File: config.mk
export PLATFORM = sky130hd
export DESIGN_NAME = router_forward_arbiter
export DESIGN_NICKNAME = d
export VERILOG_FILES = /design/src/rtl/router_forward_arbiter.sv
export SDC_FILE = /design/constraint.sdc
export NUM_CORES = 1
export LEC_CHECK = 0
export BUFFER_PORTS_ARGS = -buffer_cell sky130_fd_sc_hd__buf_2
export CORE_AREA = 2 2 138 140
export CTS_CLUSTER_DIAMETER = 150
export CTS_CLUSTER_SIZE = 24
export DETAILED_ROUTE_END_ITERATION = 6
export DIE_AREA = 0 0 140 142
export HOLD_SLACK_MARGIN = 0.05
export PLACE_DENSITY = 0.76
export SYNTH_ARGS = -nofsm -noshare
export SYNTH_HDL_FRONTEND = slang
export SYNTH_SLANG_ARGS = --single-unit
File: constraint.sdc
create_clock -name clk -period 3.8 [get_ports clk]
set_input_delay 0.38 -clock clk [delete_from_list [all_inputs] [get_ports clk]]
set_output_delay 0.38 -clock clk [all_outputs]
set_load 0.02 [all_outputs]
File: src/rtl/router_forward_arbiter.sv
// Two-input router stage: per-input FIFOs feeding independent round-robin
// arbiters for the forward hop (dy adjusted) and the local sink (dy stripped).
module router_forward_arbiter #(
    parameter int DATA_WIDTH = 23,
    parameter int DY_MSB     = 20,
    parameter int DY_LSB     = 12,
    parameter int ADD        = 1,
    parameter int BUF_DEPTH  = 4
) (
    input  logic                                        clk,
    input  logic                                        rst_n,
    input  logic [DATA_WIDTH-1:0]                       a_din,
    input  logic                                        a_wen,
    output logic                                        a_full,
    input  logic [DATA_WIDTH-1:0]                       b_din,
    input  logic                                        b_wen,
    output logic                                        b_full,
    output logic [DATA_WIDTH-1:0]                       fwd_dout,
    output logic                                        fwd_wen,
    input  logic                                        fwd_full,
    output logic [DATA_WIDTH-(DY_MSB-DY_LSB+1)-1:0]     local_dout,
    output logic                                        local_wen,
    input  logic                                        local_full,
    output logic                                        overflow
);

    localparam int DY_W  = DY_MSB - DY_LSB + 1;
    localparam int LOC_W = DATA_WIDTH - DY_W;
    localparam int PTR_W = $clog2(BUF_DEPTH);

    // Index 0 is input A, index 1 is input B throughout.
    logic [DATA_WIDTH-1:0] mem_q  [2][BUF_DEPTH];
    logic [DATA_WIDTH-1:0] mem_d  [2][BUF_DEPTH];
    logic [PTR_W:0]        wr_q   [2];
    logic [PTR_W:0]        wr_d   [2];
    logic [PTR_W:0]        rd_q   [2];
    logic [PTR_W:0]        rd_d   [2];
    logic                  fwd_ptr_q, fwd_ptr_d;
    logic                  loc_ptr_q, loc_ptr_d;
    logic                  overflow_q, overflow_d;

    logic [DATA_WIDTH-1:0] din_s  [2];
    logic [DATA_WIDTH-1:0] head_s [2];
    logic [LOC_W-1:0]      strip_s[2];
    logic [1:0]            wen_s, full_s, empty_s, is_local_s;
    logic [1:0]            fwd_el_s, loc_el_s, fwd_gnt_s, loc_gnt_s, pop_s;
    logic [DATA_WIDTH-1:0] fwd_sel_s;
    logic [DY_W-1:0]       dy_sum_s;

    assign din_s[0] = a_din;
    assign din_s[1] = b_din;
    assign wen_s    = {b_wen, a_wen};

    // FIFO status, head decode and per-destination eligibility.
    always_comb begin
        for (int i = 0; i < 2; i++) begin
            head_s[i]     = mem_q[i][rd_q[i][PTR_W-1:0]];
            full_s[i]     = ((wr_q[i] - rd_q[i]) == (PTR_W+1)'(BUF_DEPTH));
            empty_s[i]    = (wr_q[i] == rd_q[i]);
            is_local_s[i] = (head_s[i][DY_MSB:DY_LSB] == DY_W'(0));
            fwd_el_s[i]   = !empty_s[i] && !is_local_s[i] && !fwd_full;
            loc_el_s[i]   = !empty_s[i] &&  is_local_s[i] && !local_full;
        end
    end

    for (genvar g = 0; g < 2; g++) begin : g_strip
        if (DY_MSB == DATA_WIDTH - 1) begin : g_top
            assign strip_s[g] = head_s[g][DY_LSB-1:0];
        end else begin : g_mid
            assign strip_s[g] = {head_s[g][DATA_WIDTH-1:DY_MSB+1], head_s[g][DY_LSB-1:0]};
        end
    end

    // Independent round-robin arbitration; pointer moves to the loser after a grant.
    always_comb begin
        fwd_gnt_s = fwd_el_s;
        loc_gnt_s = loc_el_s;
        fwd_ptr_d = fwd_ptr_q;
        loc_ptr_d = loc_ptr_q;
        if (fwd_el_s == 2'b11) begin
            fwd_gnt_s = fwd_ptr_q ? 2'b10 : 2'b01;
        end else begin
            fwd_gnt_s = fwd_el_s;
        end
        if (loc_el_s == 2'b11) begin
            loc_gnt_s = loc_ptr_q ? 2'b10 : 2'b01;
        end else begin
            loc_gnt_s = loc_el_s;
        end
        if (fwd_gnt_s[0]) begin
            fwd_ptr_d = 1'b1;
        end else if (fwd_gnt_s[1]) begin
            fwd_ptr_d = 1'b0;
        end else begin
            fwd_ptr_d = fwd_ptr_q;
        end
        if (loc_gnt_s[0]) begin
            loc_ptr_d = 1'b1;
        end else if (loc_gnt_s[1]) begin
            loc_ptr_d = 1'b0;
        end else begin
            loc_ptr_d = loc_ptr_q;
        end
        pop_s = fwd_gnt_s | loc_gnt_s;
    end

    // FIFO next state; full is sampled before this cycle's pop, so a pop never admits a write.
    always_comb begin
        mem_d      = mem_q;
        overflow_d = overflow_q | (|(wen_s & full_s));
        for (int i = 0; i < 2; i++) begin
            wr_d[i] = wr_q[i];
            rd_d[i] = rd_q[i] + (PTR_W+1)'(pop_s[i]);
            if (wen_s[i] && !full_s[i]) begin
                mem_d[i][wr_q[i][PTR_W-1:0]] = din_s[i];
                wr_d[i] = wr_q[i] + (PTR_W+1)'(1);
            end else begin
                wr_d[i] = wr_q[i];
            end
        end
    end

    // State registers.
    always_ff @(posedge clk or negedge rst_n) begin
        if (!rst_n) begin
            for (int i = 0; i < 2; i++) begin
                wr_q[i] <= '0;
                rd_q[i] <= '0;
                for (int j = 0; j < BUF_DEPTH; j++) begin
                    mem_q[i][j] <= '0;
                end
            end
            fwd_ptr_q  <= 1'b0;
            loc_ptr_q  <= 1'b0;
            overflow_q <= 1'b0;
        end else begin
            mem_q      <= mem_d;
            wr_q       <= wr_d;
            rd_q       <= rd_d;
            fwd_ptr_q  <= fwd_ptr_d;
            loc_ptr_q  <= loc_ptr_d;
            overflow_q <= overflow_d;
        end
    end

    // Output datapath: A's head is presented whenever B is not granted.
    always_comb begin
        fwd_sel_s = fwd_gnt_s[1] ? head_s[1] : head_s[0];
        dy_sum_s  = fwd_sel_s[DY_MSB:DY_LSB] + DY_W'(ADD);
        fwd_dout  = fwd_sel_s;
        fwd_dout[DY_MSB:DY_LSB] = dy_sum_s;
        local_dout = loc_gnt_s[1] ? strip_s[1] : strip_s[0];
    end

    assign fwd_wen   = |fwd_gnt_s;
    assign local_wen = |loc_gnt_s;
    assign a_full    = full_s[0];
    assign b_full    = full_s[1];
    assign overflow  = overflow_q;

endmodule

======== After elaboration in Yosys (flattened, before gate mapping) ========
Index checks and enable logic that the tools add are counted.
storage, ports and cells
  memory bits (writable) .................. 0
  latch bits .............................. 0
  logic and storage cells ................. 90
  ROM bits ................................ 0
  memories ................................ 0
  output and inout bits ................... 42
  input port bits ......................... 52
  bits in registers ....................... 199
cells by class
  add/subtract/negate cells ............... 7
  bitwise operators ....................... 7
  $mul .................................... 0
  multiplexer cells ....................... 22
  equality and inequality tests ........... 6
  reduce and logical (&&, ||, !) cells .... 27
  divide/modulo/power cells ............... 0
  shift operators ......................... 0
  magnitude comparators ................... 6
operators with widths
  kind                 number
  $bwmux 92            2
  $mux 23              7
  $bmux 23 s2          2
  $demux 23 s2         2
  $logic_not 9->1      2
  $mux 14              1
  $ge 3x3->1 const B   4
  $logic_and 1x1->1    12
  $not 2->3            4
  $add 9x1->9 const B  1
  $logic_not 1->1      8
  $mux 2               4
  $add 3x1->3          2
  $add 3x1->3 const B  2
  $eq 3x3->1           2
  $eq 3x3->1 const B   2
  $lt 3x1->1 const B   2
  $reduce_or 2->1      3
  $sub 3x3->3          2
  $eq 2x2->1 const B   2
  $mux 1               4
  $reduce_bool 2->1    2
  $and 2x2->2          1
  $or 2x2->2           1
  $or 1x1->1           1

======== Depth between registers and ports, before layout ========
  depth after elaboration ................. 12
  depth in mapped cells ................... 17
  gate-level depth less buffers ........... 13

======== Worst setup path before layout ========
OpenSTA, ideal clock, no wires.
  path kind ............................... register to output
  from .................................... register rd_q[1] in the netlist's numbering
  to ...................................... output fwd_dout[20]
  stages on the path, launching flop included .. 17
  data required time ...................... 3.420 ns
  slack ................................... -0.115 ns
  arrival time ............................ 3.535 ns
  cells stage by stage .................... dfrtp_1 buf_2 buf_1 inv_1 ha_1 nand2_1 nor2_1 a311o_1 o21bai_2 buf_6 buf_6 mux2_4 ha_1 and2_1 nand4_1 xor2_1 mux2i_1
on the way
  longest elaborated chain between the ends .. 12
  elaborated cells on any way between the ends .. 14
  classes of those cells .................. add/sub (1); eq/ne (2); mux (5); bitwise (1); reduce/logical (5)
RTL lines
  element                                      RTL line  RTL
  start: declaration                           36        logic [PTR_W:0] rd_q [2];
  start signal: assignment                     139       rd_q <= rd_d;
  $not 2->3 (not written as such)              57        head_s[i] = mem_q[i][rd_q[i][PTR_W-1:0]];
  $bmux 23 s2                                  57
  $mux 23 (not written as such) (2 in series)  57
  $logic_not 9->1                              60        is_local_s[i] = (head_s[i][DY_MSB:DY_LSB] == DY_W'(0));
  $logic_not 1->1                              61        fwd_el_s[i] = !empty_s[i] && !is_local_s[i] && !fwd_full;
  $logic_and 1x1->1 (2 in series)              61
  $eq 2x2->1                                   80        if (fwd_el_s == 2'b11) begin
  $mux 2                                       80
  $mux 23 (*)                                  148       fwd_sel_s = fwd_gnt_s[1] ? head_s[1] : head_s[0];
  $add 9x1->9 (*)                              149       dy_sum_s = fwd_sel_s[DY_MSB:DY_LSB] + DY_W'(ADD);
  end: declaration                             18        output logic [DATA_WIDTH-1:0] fwd_dout,
Every way passes the cells marked *; elsewhere a longest branch is shown, timed or not. The select of a mux whose other input is x is not followed.

======== Worst setup path after layout ========
  from .................................... register rd_q[0] in the netlist's numbering
  to ...................................... output fwd_dout[20]
Same word-level chain as after synthesis.

==> impl_metrics.toml <==
[die]
design.core.area_um2 = 18460
die_area_um2 = 19880
die_h_um = 142
fp-row-count = 50
die_w_um = 140
ios = 94
initial_core_util_pct = 51.90

[timing]
timing.final.max_slew_violations = 0
max_freq_mhz = 262.3
min_period_ns = 3.813
tightest_slew_ns = 1.173
finalHoldViolations = 0
rsz0062_at_grt = "true"
fin_crit_sh_pct = 100.3
max_slew_margin_pct = 21.83
setup_viol = 1
skew_ns = 0.01301
final.setup.worst_slack_ns = -0.01257

[pwr]
p_leak_nw = 4.937
power_mw = 12.06
p_per_area_nw_per_um2 = 1084
peakVddDrop_mv = 1.111

[setup_path]
crit_arrival_ns = 3.43
crit_buf_inv = 2
critical_path_required_ns = 3.42
reg2reg_from = "rd_q[1]"
reg2reg_depth = 9
critPathLaunch = "rd_q[0]"
worstReg2RegEnd = "mem_q[0]"
slowest_stage = "mux4_2"
cp_max_fo = 6
slowest_delay_ns = 0.55
setup.worst_path.start_class = "flip-flop"
crit_path_end = "fwd_dout[20]"
cp_cell_sequence = "buf_8 -> mux4_2 -> nor4_4 -> a311o_1 -> o21bai_4 -> mux2_4 -> ha_4 -> and2_4 -> nand4_1 -> xor2_1 -> mux2i_2 -> buf_4"
end_kind = "primary output"
cp_top_family = "multiplexers"
crit_cells = 12
rrSetupSlack_ns = 0.89
critPathKind = "flip-flop to primary output"

[finish]
drive_gt1_share_pct = 32.53
final_common_cell = "dfrtp_1"
nNetsFinal = 804
regArea_um2 = 4982
mostFrequentLayoutCells = "197 x dfrtp_1, 195 x mux2_1, 89 x buf_2"
fillers = 1394
area.growth.synth_to_final_pct = 16.12
multi_input_area_um2 = 4397
finish.instance_area_um2 = 11120
final_core_util_pct = 60.26

[run_status]
violations = "design-rule violations, negative setup slack"
outcome = "finished, violations left"

[global_routing]
grtUsageTotal_pct = 22.18
grt_max_degree = 149
antenna_found_initial = 2
grt_overflow = 0
grt_pass1_wl_um = 33640
grt_pass1_vias = 6271

[routing]
drt_first_pass_iters = 7
wirelength_um = 20930
drc = 14
vias = 5626
final_antenna_net_count = 0
dr.first_iter.drc_count = 292
viasPerCell = 5.729
wire_per_inst_um = 21.31

[clock_network]
cts_hold_buf = 0
clk_latency_ns = 0.43
htree_levels = 4
cts_buffer_depth = 2
path_clk_slew_ns = 0.07
cts_tree = "yes"
cts_buffers = 17
clock-sinks = 199
clockRootBuffer = "clkbuf_16"

[placement]
post-place-ws_ns = 0.1461
gp_congestion = 0.8819
dp_hpwl_um = 14460
io_buffers = 93
placed_cell_area_um2 = 10320

[synthesis]
synth_area_um2 = 9578
synthDistinctLibCells = 37
synth_warnings = 0
syn_nets = 686
ys_ff_latch = 199
ys_seq_area_share_pct = 51.99
syn_inst = 617
avgSynthCellArea_um2 = 15.52

[run]
cap_violations = 0

[min_path]
hp-class = "primary input to async pin"
-- through the flow --
stage,std cells,hold slack (ns),TNS (ns)
finish,982,0.1506,-0.01257
global route,981,0.1848,-0.3557
CTS,980,0.1811,-0.009942
detailed placement,931,0.4608,0
global placement,931,0.4622,0
floorplan,617,0.08441,0
-- registers in the layout, indices dropped and copies added, names as in the netlist --
register,cells
fwd_ptr_q,1
rd_q,6
mem_q,184
overflow,1
loc_ptr_q,1
wr_q,6
-- cells by family after synthesis --
logic type	after synthesis	synth area share [%]
muxes	264	37.11
adders and majority gates	17	2.221
AOI/OAI and AO/OA	15	1.084
and+or+nand+nor	57	3.044
DFF	199	51.99
xor gates and xnor gates	23	2.103
buffers and inverters	42	2.443
-- cells in the mapped netlist --
master / instances / area (um2)
buf_1: 2 / 7.510
o21bai_2: 1 / 11.26
nand4b_1: 1 / 8.760
nand4_1: 1 / 6.260
o21ai_1: 7 / 35.03
a221o_1: 1 / 10.01
nor2b_1: 4 / 25.02
dfrtp_1: 199 / 4980
mux2i_1: 3 / 30.03
nor3_2: 3 / 30.03
mux4_2: 46 / 1036
buf_8: 1 / 15.01
buf_2: 19 / 95.09
buf_4: 1 / 7.510
nor4_4: 1 / 21.27
mux2_1: 195 / 2196
xor2_1: 9 / 78.83
and3_1: 2 / 12.51
a21oi_1: 1 / 5.000
buf_6: 5 / 56.30
nand2_1: 24 / 90.09
a311o_2: 1 / 11.26
o21ai_0: 1 / 5.000
clkbuf_1: 4 / 15.01
a311o_1: 1 / 10.01
xnor2_1: 14 / 122.6
inv_2: 1 / 3.750
o21ai_2: 1 / 8.760
nor2_1: 13 / 48.80
ha_1: 17 / 212.7
nor4_2: 1 / 12.51
mux2_4: 18 / 270.3
o31ai_1: 1 / 7.510
and2_1: 1 / 6.260
nand3_1: 6 / 30.03
inv_1: 9 / 33.78
mux2_2: 2 / 22.52
-- timing repair --
item                                   in CTS  in global routing
endpoints found under the hold margin       0                  0
gates resized for setup                    10                  4
buffers inserted                           17                  4
setup endpoints to repair                   3                  5
pin swaps                                   7                  6
cloned                                      1                  0
-- report_power, final --
part	switching (mW)	internal (mW)	leakage, nW
combinational	3.27	3.08	2.28
sequential	0.632	3.22	2.35
clock	0.789	1.06	0.299
total	4.69	7.37	4.94
-- worst min-delay path by stage --
stage | start | to | slack (ns) | cells after the start
after floorplan | rst_n | fwd_ptr_q | 0.08 | 0
after CTS | a_din[11] | mem_q[172] | 0.18 | 2
after global routing | b_din[13] | mem_q[59] | 0.18 | 2
after global placement | overflow | overflow | 0.46 | 1
after detailed placement | overflow | overflow | 0.46 | 1
final | rst_n | mem_q[179] | 0.15 | 1
-- metal layers --
layer	up-vias	share of wire (%)	routed length, um	track usage (%)
met2	145	49	10340	37.31
met4	2	1.4	292	4.891
met1	2958	42	8812	28.10
li1	2502	-	-	-
met3	19	7.0	1470	7.739
met5	-	0.062	13	0
-- area by class of cell --
cell class,count,area share (%)
clock inverter,13,1.541
tap,234,2.632
multi-input combinational,376,39.53
sequential,199,44.80
inverter,10,0.3375
antenna,1,0.02250
clock buffer,18,3.949
timing repair buffer,131,7.189
No activity file was read; power rests on OpenSTA's default activity.
